**src/rtl/bus_pkg.sv**
```systemverilog
// Shared bus widths, the bridge target address and FSM state encodings for
// the bus-A initiator / bus-B split-target demo.
package bus_pkg;

    localparam int ADDR_W = 8;
    localparam int DATA_W = 8;

    localparam logic [ADDR_W-1:0] TARGET_ADDR   = 8'h80;
    localparam logic [DATA_W-1:0] DEFAULT_RDATA = 8'h00;

    typedef enum logic [1:0] {
        INIT_IDLE,
        INIT_WR,
        INIT_RD,
        INIT_WAIT_DATA
    } init_state_e;

    typedef enum logic [2:0] {
        BR_IDLE,
        BR_FWD_REQ,
        BR_WAIT_B_ACK,
        BR_WAIT_B_DATA,
        BR_RETURN
    } bridge_state_e;

endpackage

```
**src/rtl/bus_bridge.sv**
```systemverilog
// Bus A -> bus B bridge: writes are acked upstream once bus B acks, reads are
// split upstream immediately and the data is returned later with a valid pulse.
module bus_bridge
    import bus_pkg::*;
(
    input  logic              clk,
    input  logic              rst_n,
    input  logic              up_req,
    input  logic [ADDR_W-1:0] up_addr,
    input  logic              up_wr,
    input  logic [DATA_W-1:0] up_wdata,
    output logic              up_ack,
    output logic              up_split_ack,
    output logic              up_data_valid,
    output logic [DATA_W-1:0] up_data,
    output logic              dn_req,
    output logic [ADDR_W-1:0] dn_addr,
    output logic              dn_wr,
    output logic [DATA_W-1:0] dn_wdata,
    input  logic              dn_ack,
    input  logic              dn_data_valid,
    input  logic [DATA_W-1:0] dn_data
);

    bridge_state_e     state_q, state_d;
    logic [ADDR_W-1:0] addr_q, addr_d;
    logic              wr_q, wr_d;
    logic [DATA_W-1:0] wdata_q, wdata_d;
    logic [DATA_W-1:0] rdata_q, rdata_d;
    logic              ack_q, ack_d;
    logic              split_ack_q, split_ack_d;

    always_comb begin
        state_d       = state_q;
        addr_d        = addr_q;
        wr_d          = wr_q;
        wdata_d       = wdata_q;
        rdata_d       = rdata_q;
        ack_d         = 1'b0;
        split_ack_d   = 1'b0;
        dn_req        = 1'b0;
        up_data_valid = 1'b0;
        case (state_q)
            BR_IDLE: begin
                // Upstream still shows req in the cycle our write ack is out.
                if (up_req && !ack_q) begin
                    addr_d      = up_addr;
                    wr_d        = up_wr;
                    wdata_d     = up_wdata;
                    split_ack_d = !up_wr;
                    state_d     = BR_FWD_REQ;
                end
            end
            BR_FWD_REQ: begin
                dn_req  = 1'b1;
                state_d = BR_WAIT_B_ACK;
            end
            BR_WAIT_B_ACK: begin
                dn_req = 1'b1;
                if (dn_ack) begin
                    if (wr_q) begin
                        ack_d   = 1'b1;
                        state_d = BR_IDLE;
                    end else begin
                        state_d = BR_WAIT_B_DATA;
                    end
                end
            end
            BR_WAIT_B_DATA: begin
                if (dn_data_valid) begin
                    rdata_d = dn_data;
                    state_d = BR_RETURN;
                end
            end
            BR_RETURN: begin
                up_data_valid = 1'b1;
                state_d       = BR_IDLE;
            end
            default: state_d = BR_IDLE;
        endcase
    end

    always_ff @(posedge clk) begin
        if (!rst_n) begin
            state_q     <= BR_IDLE;
            addr_q      <= '0;
            wr_q        <= 1'b0;
            wdata_q     <= '0;
            rdata_q     <= '0;
            ack_q       <= 1'b0;
            split_ack_q <= 1'b0;
        end else begin
            state_q     <= state_d;
            addr_q      <= addr_d;
            wr_q        <= wr_d;
            wdata_q     <= wdata_d;
            rdata_q     <= rdata_d;
            ack_q       <= ack_d;
            split_ack_q <= split_ack_d;
        end
    end

    assign up_ack       = ack_q;
    assign up_split_ack = split_ack_q;
    assign up_data      = rdata_q;
    assign dn_addr      = addr_q;
    assign dn_wr        = wr_q;
    assign dn_wdata     = wdata_q;

endmodule

```
**src/rtl/system_top_bus_bridge.sv**
```systemverilog
// FPGA demo top: button-started write+read from a bus-A initiator, through the
// bridge, to a split-capable target on bus B; last written byte drives the LEDs.
module system_top_bus_bridge
    import bus_pkg::*;
#(
    parameter logic [DATA_W-1:0] WRITE_DATA    = 8'hA5,
    parameter logic [ADDR_W-1:0] TARGET_ADDR   = bus_pkg::TARGET_ADDR,
    parameter int                SPLIT_LATENCY = 4
)(
    input  logic       clk,
    input  logic       btn_reset,
    input  logic       btn_trigger,
    output logic [7:0] leds
);

    localparam int CNT_W = $clog2(SPLIT_LATENCY + 1);

    logic rst_meta_q, rst_sync_q;
    logic rst_n;

    always_ff @(posedge clk) begin
        rst_meta_q <= btn_reset;
        rst_sync_q <= rst_meta_q;
    end

    assign rst_n = ~rst_sync_q;

    logic trig_meta_q, trig_sync_q, trig_prev_q;
    logic trig_edge;

    always_ff @(posedge clk) begin
        if (!rst_n) begin
            trig_meta_q <= 1'b0;
            trig_sync_q <= 1'b0;
            trig_prev_q <= 1'b0;
        end else begin
            trig_meta_q <= btn_trigger;
            trig_sync_q <= trig_meta_q;
            trig_prev_q <= trig_sync_q;
        end
    end

    assign trig_edge = trig_sync_q & ~trig_prev_q;

    // Bus A nets
    logic              a_req, a_wr, a_sel;
    logic [ADDR_W-1:0] a_addr;
    logic [DATA_W-1:0] a_wdata;
    logic              a_ack, a_split_ack;
    logic              init1_data_in_valid;
    logic [DATA_W-1:0] init1_data_in;

    // Bus B nets
    logic              bridge_init_req, bridge_init_wr;
    logic [ADDR_W-1:0] bridge_init_addr;
    logic [DATA_W-1:0] bridge_init_wdata;
    logic              bridge_init_ack, bridge_init_split_ack;
    logic              bridge_init_data_in_valid;
    logic [DATA_W-1:0] bridge_init_data_in;

    logic              br_up_ack, br_up_data_valid;
    logic [DATA_W-1:0] br_up_data;

    init_state_e init_state_q, init_state_d;

    always_comb begin
        init_state_d = init_state_q;
        a_req        = 1'b0;
        a_wr         = 1'b0;
        a_addr       = TARGET_ADDR;
        a_wdata      = WRITE_DATA;
        case (init_state_q)
            INIT_IDLE: begin
                if (trig_edge) init_state_d = INIT_WR;
            end
            INIT_WR: begin
                a_req = 1'b1;
                a_wr  = 1'b1;
                if (a_ack) init_state_d = INIT_RD;
            end
            INIT_RD: begin
                a_req = 1'b1;
                if (a_ack || a_split_ack) init_state_d = INIT_WAIT_DATA;
            end
            INIT_WAIT_DATA: begin
                if (init1_data_in_valid) init_state_d = INIT_IDLE;
            end
            default: init_state_d = INIT_IDLE;
        endcase
    end

    always_ff @(posedge clk) begin
        if (!rst_n) init_state_q <= INIT_IDLE;
        else        init_state_q <= init_state_d;
    end

    assign a_sel = (a_addr == TARGET_ADDR);

    // Default responder for unmapped bus-A addresses: ack, then 8'h00 on reads.
    logic dflt_ack_q, dflt_ack_d, dflt_rd_q, dflt_rd_d, dflt_vld_q, dflt_vld_d;

    always_comb begin
        dflt_ack_d = a_req && !a_sel && !dflt_ack_q && !dflt_rd_q;
        dflt_rd_d  = dflt_ack_d && !a_wr;
        dflt_vld_d = dflt_rd_q;
    end

    always_ff @(posedge clk) begin
        if (!rst_n) begin
            dflt_ack_q <= 1'b0;
            dflt_rd_q  <= 1'b0;
            dflt_vld_q <= 1'b0;
        end else begin
            dflt_ack_q <= dflt_ack_d;
            dflt_rd_q  <= dflt_rd_d;
            dflt_vld_q <= dflt_vld_d;
        end
    end

    assign a_ack               = br_up_ack | dflt_ack_q;
    assign a_split_ack         = bridge_init_split_ack;
    assign init1_data_in_valid = br_up_data_valid | dflt_vld_q;
    assign init1_data_in       = dflt_vld_q ? DEFAULT_RDATA : br_up_data;

    bus_bridge u_bridge (
        .clk           (clk),
        .rst_n         (rst_n),
        .up_req        (a_req && a_sel),
        .up_addr       (a_addr),
        .up_wr         (a_wr),
        .up_wdata      (a_wdata),
        .up_ack        (br_up_ack),
        .up_split_ack  (bridge_init_split_ack),
        .up_data_valid (br_up_data_valid),
        .up_data       (br_up_data),
        .dn_req        (bridge_init_req),
        .dn_addr       (bridge_init_addr),
        .dn_wr         (bridge_init_wr),
        .dn_wdata      (bridge_init_wdata),
        .dn_ack        (bridge_init_ack),
        .dn_data_valid (bridge_init_data_in_valid),
        .dn_data       (bridge_init_data_in)
    );

    // Split target on bus B; the ack/valid guards keep one transaction in flight.
    logic              tgt_ack_q, tgt_ack_d;
    logic              tgt_pend_q, tgt_pend_d;
    logic              tgt_vld_q, tgt_vld_d;
    logic [CNT_W-1:0]  tgt_cnt_q, tgt_cnt_d;
    logic [DATA_W-1:0] tgt_data_q, tgt_data_d;
    logic [DATA_W-1:0] b_split_target_last_write_q, b_split_target_last_write_d;
    logic [DATA_W-1:0] b_split_target_last_write;
    logic [7:0]        leds_q;

    always_comb begin
        tgt_ack_d                   = 1'b0;
        tgt_vld_d                   = 1'b0;
        tgt_pend_d                  = tgt_pend_q;
        tgt_cnt_d                   = tgt_cnt_q;
        tgt_data_d                  = tgt_data_q;
        b_split_target_last_write_d = b_split_target_last_write_q;
        if (bridge_init_req && (bridge_init_addr == TARGET_ADDR) &&
            !tgt_ack_q && !tgt_pend_q && !tgt_vld_q) begin
            tgt_ack_d = 1'b1;
            if (bridge_init_wr) begin
                b_split_target_last_write_d = bridge_init_wdata;
            end else begin
                tgt_pend_d = 1'b1;
                tgt_cnt_d  = CNT_W'(SPLIT_LATENCY);
            end
        end
        if (tgt_pend_q) begin
            tgt_cnt_d = tgt_cnt_q - CNT_W'(1);
            if (tgt_cnt_q == CNT_W'(1)) begin
                tgt_pend_d = 1'b0;
                tgt_vld_d  = 1'b1;
                tgt_data_d = b_split_target_last_write_q;
            end
        end
    end

    always_ff @(posedge clk) begin
        if (!rst_n) begin
            tgt_ack_q                   <= 1'b0;
            tgt_pend_q                  <= 1'b0;
            tgt_vld_q                   <= 1'b0;
            tgt_cnt_q                   <= '0;
            tgt_data_q                  <= '0;
            b_split_target_last_write_q <= '0;
            leds_q                      <= 8'h00;
        end else begin
            tgt_ack_q                   <= tgt_ack_d;
            tgt_pend_q                  <= tgt_pend_d;
            tgt_vld_q                   <= tgt_vld_d;
            tgt_cnt_q                   <= tgt_cnt_d;
            tgt_data_q                  <= tgt_data_d;
            b_split_target_last_write_q <= b_split_target_last_write_d;
            leds_q                      <= b_split_target_last_write_q;
        end
    end

    assign bridge_init_ack           = tgt_ack_q;
    assign bridge_init_data_in_valid = tgt_vld_q;
    assign bridge_init_data_in       = tgt_data_q;
    assign b_split_target_last_write = b_split_target_last_write_q;
    assign leds                      = leds_q;

endmodule

```
**config.mk**
```make
export PLATFORM = sky130hd
export DESIGN_NAME = system_top_bus_bridge
export DESIGN_NICKNAME = d
export VERILOG_FILES = /design/src/rtl/bus_pkg.sv /design/src/rtl/bus_bridge.sv /design/src/rtl/system_top_bus_bridge.sv
export SDC_FILE = /design/constraint.sdc
export NUM_CORES = 1
export LEC_CHECK = 0
export BUFFER_PORTS_ARGS = -buffer_cell sky130_fd_sc_hd__buf_2
export CAP_MARGIN = 15
export CELL_PAD_IN_SITES_DETAIL_PLACEMENT = 1
export CELL_PAD_IN_SITES_GLOBAL_PLACEMENT = 2
export CORE_MARGIN = 1
export CORE_UTILIZATION = 34
export CTS_BUF_LIST = sky130_fd_sc_hd__clkbuf_4
export DETAILED_ROUTE_END_ITERATION = 10
export PLACE_DENSITY_LB_ADDON = 0.1
export SYNTH_ARGS = -nofsm -noshare
export SYNTH_HDL_FRONTEND = slang
export SYNTH_SLANG_ARGS = --single-unit
export TNS_END_PERCENT = 100
```
**constraint.sdc**
```tcl
create_clock -name clk -period 4.35 [get_ports clk]
set_input_delay 0.6525 -clock clk [delete_from_list [all_inputs] [get_ports clk]]
set_output_delay 0.6525 -clock clk [all_outputs]
set_load 0.1 [all_outputs]
```
==> Word-level counts from Yosys, hierarchy flattened <==
Cells that the tools add are included.
{ "classes": {"n_bitwise": 7, "n_addsub": 1, "n_mux": 24, "n_reduce_logical": 24, "n_eq_ne": 16} }
{ "ops": {"columns": ["cell", "n"], "rows": [
  ["3-bit two-way mux", 6],
  ["2-bit inequality test (second input constant)", 6],
  ["3-bit one-hot mux with 4 select lines", 1],
  ["1-bit two-way mux", 11],
  ["2-bit two-way mux", 5],
  ["2-bit one-hot mux with 4 select lines", 1],
  ["3-bit by 1-bit equality test with 1-bit output (second input constant)", 2],
  ["3-bit by 2-bit equality test with 1-bit output (second input constant)", 2],
  ["1-bit NOT", 6],
  ["2-bit AND reduction", 3],
  ["2-bit OR reduction", 3],
  ["3-bit OR reduction", 2],
  ["1-bit logical AND", 5],
  ["1-bit logical NOT", 5],
  ["2-bit equality test (second input constant)", 2],
  ["2-bit by 1-bit inequality test with 1-bit output (second input constant)", 2],
  ["4-bit AND reduction", 1],
  ["3-bit equality test (second input constant)", 1],
  ["3-bit logical NOT", 1],
  ["3-bit AND reduction", 1],
  ["3-bit by 1-bit subtractor with 3-bit output (second input constant)", 1],
  ["2-bit by 1-bit equality test with 1-bit output (second input constant)", 1],
  ["2-bit logical NOT", 1],
  ["2-bit nonzero test", 1],
  ["other kinds (2)", 2]
]} }
{ "word_totals": {"register_bits": 23, "elab_cells": 90, "out_inout_bits": 8} }

==> Longest topological paths before layout <==
Gate-level depths: netlist of run 1.
{ "logic_depth": {"ltp_word": 10, "ltp_mapped": 6} }

==> By module <==
A second synthesis of run 1 with hierarchy kept.
{ "unflattened": {"hier_cells": 282, "hier_area_um2": 2635.0} }
{ "by_module_without_submodules": {"columns": ["module", "cells_per_inst", "area_per_inst_um2", "seq_area_each_um2", "n_inst"], "rows": [
  ["system_top_bus_bridge", 140, 1403.8, 740.7, 1],
  ["bus_bridge", 142, 1231.2, 600.6, 1]
]} }

==> Least setup slack after synthesis of run 1 <==
No wires, ideal clock.
{ "synth_timing": {"path_type": "register to output", "start": "register leds[0] (netlist name)", "end": "output leds[2]", "n_path_buf": 1, "t_required_ps": 3697, "path_slack_ps": 2305, "arrival_ps": 1392, "path_stages_with_launch": 2, "cell_sequence": "dfxtp_1 > buf_4"} }
{ "synth_rtl": {"columns": ["element", "line", "rtl"], "rows": [
  ["end: declaration", "system_top_bus_bridge.sv:13", "output logic [7:0] leds"]
]} }

==> impl_metrics.json, run 1 <==
{
  "status": "finished clean",
  "netlist.area_leader.share": 0.447,
  "synthTopCellsByCount": "dfxtp_1 (22), inv_1 (10), buf_4 (9)",
  "drive_gt1_frac": 0.147,
  "dpl_worst_slack_ps": 2740,
  "ys_types": 33,
  "antenna_cells": 0,
  "maxSlewViolCount": 0,
  "ant_nets": 0,
  "synth_area_leaders": "dfxtp_1 (45%), ha_1 (8.9%), buf_4 (6.9%)",
  "path_cells": "buf_2",
  "design.core.area_mm2": 0.00276,
  "reg2regPathDepth": 6,
  "reg_top3": "tgt_cnt_q: 3 flops, u_bridge.state_q: 3 flops, init_state_q: 2 flops",
  "final-instance-count-excl-fill": 133,
  "die_width_um": 55.9,
  "cp_slowest_cell": "buf_2",
  "hold_depth": 0,
  "tightest_slew_ps": 608,
  "setup_tns_ps": 0,
  "worstPathRequired_ps": 3700,
  "first_iter_violations": 8,
  "fmax_mhz": 563,
  "leakagePower_nw": 0.429,
  "initial_core_util": 0.358,
  "yosysTopAreaCell": "dfxtp_1",
  "dr.pass1.iters": 4,
  "cp-start-kind": "register",
  "num_vias": 675,
  "crit_buf_inv": 1,
  "numCtsBuffers": 3,
  "maxCapViolCount": 0,
  "layout_min_cycle_time_ps": 1780,
  "layout.nets": 113,
  "port_buffers": 6,
  "yosysMostFrequentCell": "dfxtp_1",
  "syn_area_per_cell_um2": 9.86,
  "yosys_warnings": 0,
  "fin_worst_skew_ps": 6.51,
  "cpPeakStageDelay_ps": 440,
  "grt_pass1_vias": 645,
  "clk_pin_slew_worst_paths_ps": 120,
  "critPathKind": "reg -> out",
  "place_inst": 129,
  "finalCritPeriodShare": 0.409,
  "cts.repair.resized": 0,
  "cts_hold_buf": 0,
  "rrSetupSlack_ps": 2730,
  "ys_seq_area_frac": 0.447,
  "drc": 0,
  "synth_ff_type": "dfxtp_1",
  "die_area_mm2": 0.00312,
  "htreeDepth": 1,
  "cts_tree": "built",
  "cp_max_fo": 4,
  "syn_area_um2": 986,
  "ys_ff_latch": 22,
  "wl_um": 1780,
  "root_buffer": "clkbuf_4",
  "gr-total-overflow": 0,
  "rr_endpoint": "u_bridge.dn_wr",
  "hpwl_um": 1320,
  "synthArstFlopShare": 0,
  "cp-end-kind": "output pin",
  "path_delay_family": "buffers and inverters",
  "hold_path.class": "reg -> reg",
  "worstHoldEndpoint": "rst_sync_q",
  "setup_viol": 0,
  "grtUsageTotal": 0.126,
  "ir_drop_mv": 0.339,
  "relSlewSlack": 0.594,
  "grt_pass1_wl_um": 3020,
  "rows": 19,
  "vias_per_cell": 5.08,
  "finalHoldViolCount": 0,
  "crit_arrival_ps": 1120,
  "cts_setup_buffers": 0,
  "rr_startpoint": "init_state_q[0]",
  "die_h_um": 55.9,
  "grt_max_degree": 18,
  "synthCells": 100,
  "setup_slack_ps": 2570,
  "place_congestion": 0.725,
  "io_pins": 11,
  "min_from": "rst_meta_q",
  "rsz0062_at_grt": "false",
  "cts.sinks": 22,
  "syn_to_final_growth_pct": 5.84,
  "antenna_found_initial": 0,
  "clock_latency_ps": 310,
  "max-clock-path-buffers": 2,
  "synth_edf_count": 0,
  "wl_per_cell_um": 13.4,
  "power_density_mw_per_mm2": 600
}
[cell families after synthesis]
group,share of synthesized area
other,0.00380
AND/OR/NAND/NOR,0.180
multiplexers,0.0203
buffers and inverters,0.114
XOR/XNOR,0.0178
flip-flops,0.447
adder cells (fa/ha/maj),0.0888
AO/OA/AOI/OAI,0.128
[power by group]
group	switching [W]	internal [W]	leakage [nW]	total, W
logic	0.000107	0.0000833	0.221	0.000190
clock network	0.0000620	0.0000932	0.0279	0.000155
registers	0.0000447	0.000236	0.179	0.000280
[worst max-delay path by stage]
| stage | start | endpoint | slack [ps] | cells past startpoint |
|---|---|---|---|---|
| 2_1_floorplan | leds[0] | leds[2] | 2310 | 1 |
| 3_3_place_gp | init_state_q[0] | u_bridge.dn_wr | 2840 | 6 |
| 3_5_place_dp | init_state_q[0] | u_bridge.dn_wr | 2740 | 6 |
| 4_1_cts | leds[0] | leds[5] | 2550 | 1 |
| 5_1_grt | leds[0] | leds[0] | 2500 | 1 |
| 6_report | leds[0] | leds[5] | 2570 | 1 |
[layer usage]
metal / global-route usage / vias to the layer above / part of all wire
met5: 0 / - / 0
met4: 0.0314 / 0 / 0.0096
met3: 0.0488 / 2 / 0.034
met2: 0.212 / 12 / 0.48
met1: 0.153 / 328 / 0.48
li1: - / 333 / -
[layout by cell type (no fill, tap or decap), drive strengths merged]
master,synthesis,final
nand2b,1,1
nor4,3,3
xnor2,1,1
a311oi,2,2
o21a,1,1
buf,9,6
nand3,1,1
dfxtp,22,22
clkbuf,2,3
a211oi,1,1
o31ai,1,1
inv,10,10
nor2b,4,4
ha,7,7
nor4b,1,1
xor2,1,1
nor2,6,6
nor3b,2,2
o22ai,1,1
nor3,1,1
a31oi,2,2
a31o,2,2
conb,1,4
mux2i,2,2
o21bai,1,1
a41oi,1,1
nand2,4,4
a21oi,3,3
o21ai,1,1
bufinv,0,1
and3,4,4
and4,1,1
nand4,1,1
[metrics by stage]
step / utilization / total power, W / instance area [um^2] / hold slack (ps)
after floorplan: - / 0.000444 / 997 / 310
after global placement: 0.359 / 0.000473 / 991 / 310
after detailed placement: 0.359 / 0.000475 / 991 / 317
after CTS: 0.378 / 0.000633 / 1040 / 347
after global routing: 0.378 / 0.000671 / 1040 / 358
final: 0.378 / 0.000626 / 1040 / 343
[final cells by class]
type,count,area [um^2]
Fill cell,325,1710
Multi-Input combinational cell,60,444
Sequential cell,22,440
Tap cell,31,38.8
Inverter,10,37.5
Clock inverter,1,30.0
Timing Repair Buffer,6,30.0
Clock buffer,3,22.5
Note: power is estimated with default switching activity, not from simulation.
==> run 2, diff against run 1 <==
- ABC_AREA: unset -> 1
- clock period: 4.35 -> 1.7 ns (I/O delays scaled with it)
==> impl_metrics.json, run 2 <==
{
  "setup_viol": 0,
  "cts_tree": "built",
  "clk_pin_slew_worst_paths_ps": 130,
  "hold_path.class": "in -> reg",
  "num-fill-cells": 360,
  "syn_area_mm2": 0.00102,
  "num_vias": 783,
  "finalHoldViolCount": 0,
  "layout.nets": 147,
  "synthTopCellsByCount": "dfxtp_1 (22), inv_1 (19), nand2_1 (19), nor2_1 (19), nand3_1 (9)",
  "ant_nets": 0,
  "port_buffers": 6,
  "hpwl_um": 1480,
  "cp_max_fo": 4,
  "wl_um": 1870,
  "die_width_um": 56.7,
  "crit_end": "u_bridge.dn_wr",
  "synth_area_leaders": "dfxtp_1 (43%), ha_1 (8.6%), inv_1 (7.0%)",
  "place_congestion": 0.755,
  "final_area_mm2": 0.00107,
  "gr-total-overflow": 0,
  "drive_gt1_frac": 0.154,
  "netlist.area_leader.share": 0.433,
  "drc": 4,
  "yosys_warnings": 0,
  "io_pins": 11,
  "ys_seq_area_frac": 0.433,
  "worstPathRequired_ps": 1900,
  "dr.pass1.iters": 6,
  "design.core.area_mm2": 0.00281,
  "ys_ff_latch": 22,
  "status": "finished, violations left",
  "cp-start-kind": "register",
  "rr_endpoint": "u_bridge.dn_wr",
  "rows": 19,
  "antenna_cells": 0,
  "setup_tns_ps": 0,
  "ir_drop_mv": 0.525,
  "synthArstFlopShare": 0,
  "clock_latency_ps": 300,
  "place_area_mm2": 0.00105,
  "failed_checks": "design-rule violations",
  "antenna_found_initial": 0,
  "rrSetupSlack_ps": 280,
  "wl_per_cell_um": 11.2,
  "yosysTopAreaCell": "dfxtp_1",
  "fin_worst_skew_ps": 5.70,
  "grt_pass1_vias": 823,
  "finalCritPeriodShare": 0.838,
  "synth_edf_count": 0,
  "initial_core_util": 0.363,
  "power_density_mw_per_mm2": 1410,
  "rr_startpoint": "init_state_q[0]",
  "synth_ff_type": "dfxtp_1",
  "cts.sinks": 22,
  "numCtsBuffers": 3,
  "cts_setup_buffers": 0,
  "die_h_um": 56.7,
  "first_iter_violations": 13,
  "syn_area_per_cell_um2": 7.82,
  "reg2regPathDepth": 7,
  "grtUsageTotal": 0.139,
  "die_area_mm2": 0.00321,
  "cp-end-kind": "register",
  "fmax_mhz": 702,
  "synthCells": 130,
  "root_buffer": "clkbuf_4",
  "dpl_worst_slack_ps": 276,
  "most-common-layout-cells": "dfxtp_1 (22), inv_1 (19), nor2_1 (19), nand2_1 (19), nand3_1 (9)",
  "vias_per_cell": 4.69,
  "ys_types": 25,
  "grt_max_degree": 14,
  "yosysMostFrequentCell": "dfxtp_1",
  "layout_min_cycle_time_ps": 1420,
  "syn_to_final_growth_pct": 5.66,
  "maxSlewViolCount": 0,
  "max-clock-path-buffers": 2,
  "cts.repair.resized": 0,
  "htreeDepth": 1,
  "leakagePower_nw": 0.501,
  "cts_hold_buf": 0,
  "reg_top3": "tgt_cnt_q: 3 flops, u_bridge.state_q: 3 flops, init_state_q: 2 flops",
  "maxCapViolCount": 0,
  "rsz0062_at_grt": "false",
  "grt_pass1_wl_um": 3510,
  "startpoint": "init_state_q[0]",
  "layout_commonest_cell": "dfxtp_1",
  "setup_slack_ps": 275,
  "critPathKind": "reg -> reg",
  "crit_arrival_ps": 1630
}
run 2: cell types whose count changed in the layout (fill, tap and decap cells not counted), moves of 2 or more:
cell,before,now
a31o_2,2,0
inv_2,0,2
a311oi_1,2,0
nor3b_1,2,0
nor2b_1,4,0
nand2_1,4,19
nand3_1,1,9
o21ai_0,1,5
nand2_2,0,2
mux2i_1,2,0
inv_1,10,19
nor2_1,6,19
o21ai_2,0,2
and3_1,4,1
run 2: area by class of cell:
class | count | area [um^2] | area share
Tap cell | 31 | 38.8 | 0.0361
Clock buffer | 3 | 22.5 | 0.0210
Multi-Input combinational cell | 82 | 453 | 0.421
Sequential cell | 22 | 440 | 0.410
Inverter | 21 | 78.8 | 0.0733
Clock inverter | 1 | 3.75 | 0.00349
Timing Repair Buffer | 7 | 37.5 | 0.0349
run 2: power by group:
part	switching, W	leakage, nW	internal [W]
clock	0.000160	0.0154	0.0000855
combinational	0.000391	0.305	0.000210
sequential	0.0000611	0.180	0.000605
run 2: stage by stage:
stage                      util  hold slack (ps)  total power (W)  std cells
after floorplan               -              283          0.00117        133
after global placement    0.374              313          0.00128        163
after detailed placement  0.374              314          0.00129        163
after CTS                 0.383             32.4          0.00155        167
after global routing      0.383             33.7          0.00166        167
final                     0.383             47.3          0.00151        167
run 2: worst max-delay path: stages (launching register included):
cell and delay (ps):
dfxtp_1 390, inv_1 100, ha_1 320, inv_1 60, nor2_1 120, nand2_1 130, o21ai_0 160, a21oi_1 50
run 2: how the worst min path moves through the flow:
| stage | from | to | slack (ps) | cells past startpoint |
|---|---|---|---|---|
| floorplan | btn_reset | rst_meta_q | 280 | 0 |
| detailed placement | rst_meta_q | rst_sync_q | 310 | 0 |
| CTS | btn_reset | rst_meta_q | 30 | 1 |
| global route | btn_reset | rst_meta_q | 30 | 1 |
| global placement | rst_meta_q | rst_sync_q | 310 | 0 |
| finish | btn_reset | rst_meta_q | 50 | 1 |
run 2: cells by family after synthesis:
family | share of synthesized area
AOI/OAI and AO/OA | 0.0763
adders and majority gates | 0.0861
buffers and inverters | 0.133
DFF | 0.433
other | 0.00369
and+or+nand+nor | 0.268
run 2: metal layers:
layer / GRT usage / up-vias / part of all wire
met5: 0 / - / 0
met4: 0.0429 / 0 / 0.010
met3: 0.0207 / 2 / 0.021
met2: 0.243 / 8 / 0.48
met1: 0.175 / 368 / 0.49
li1: - / 405 / -
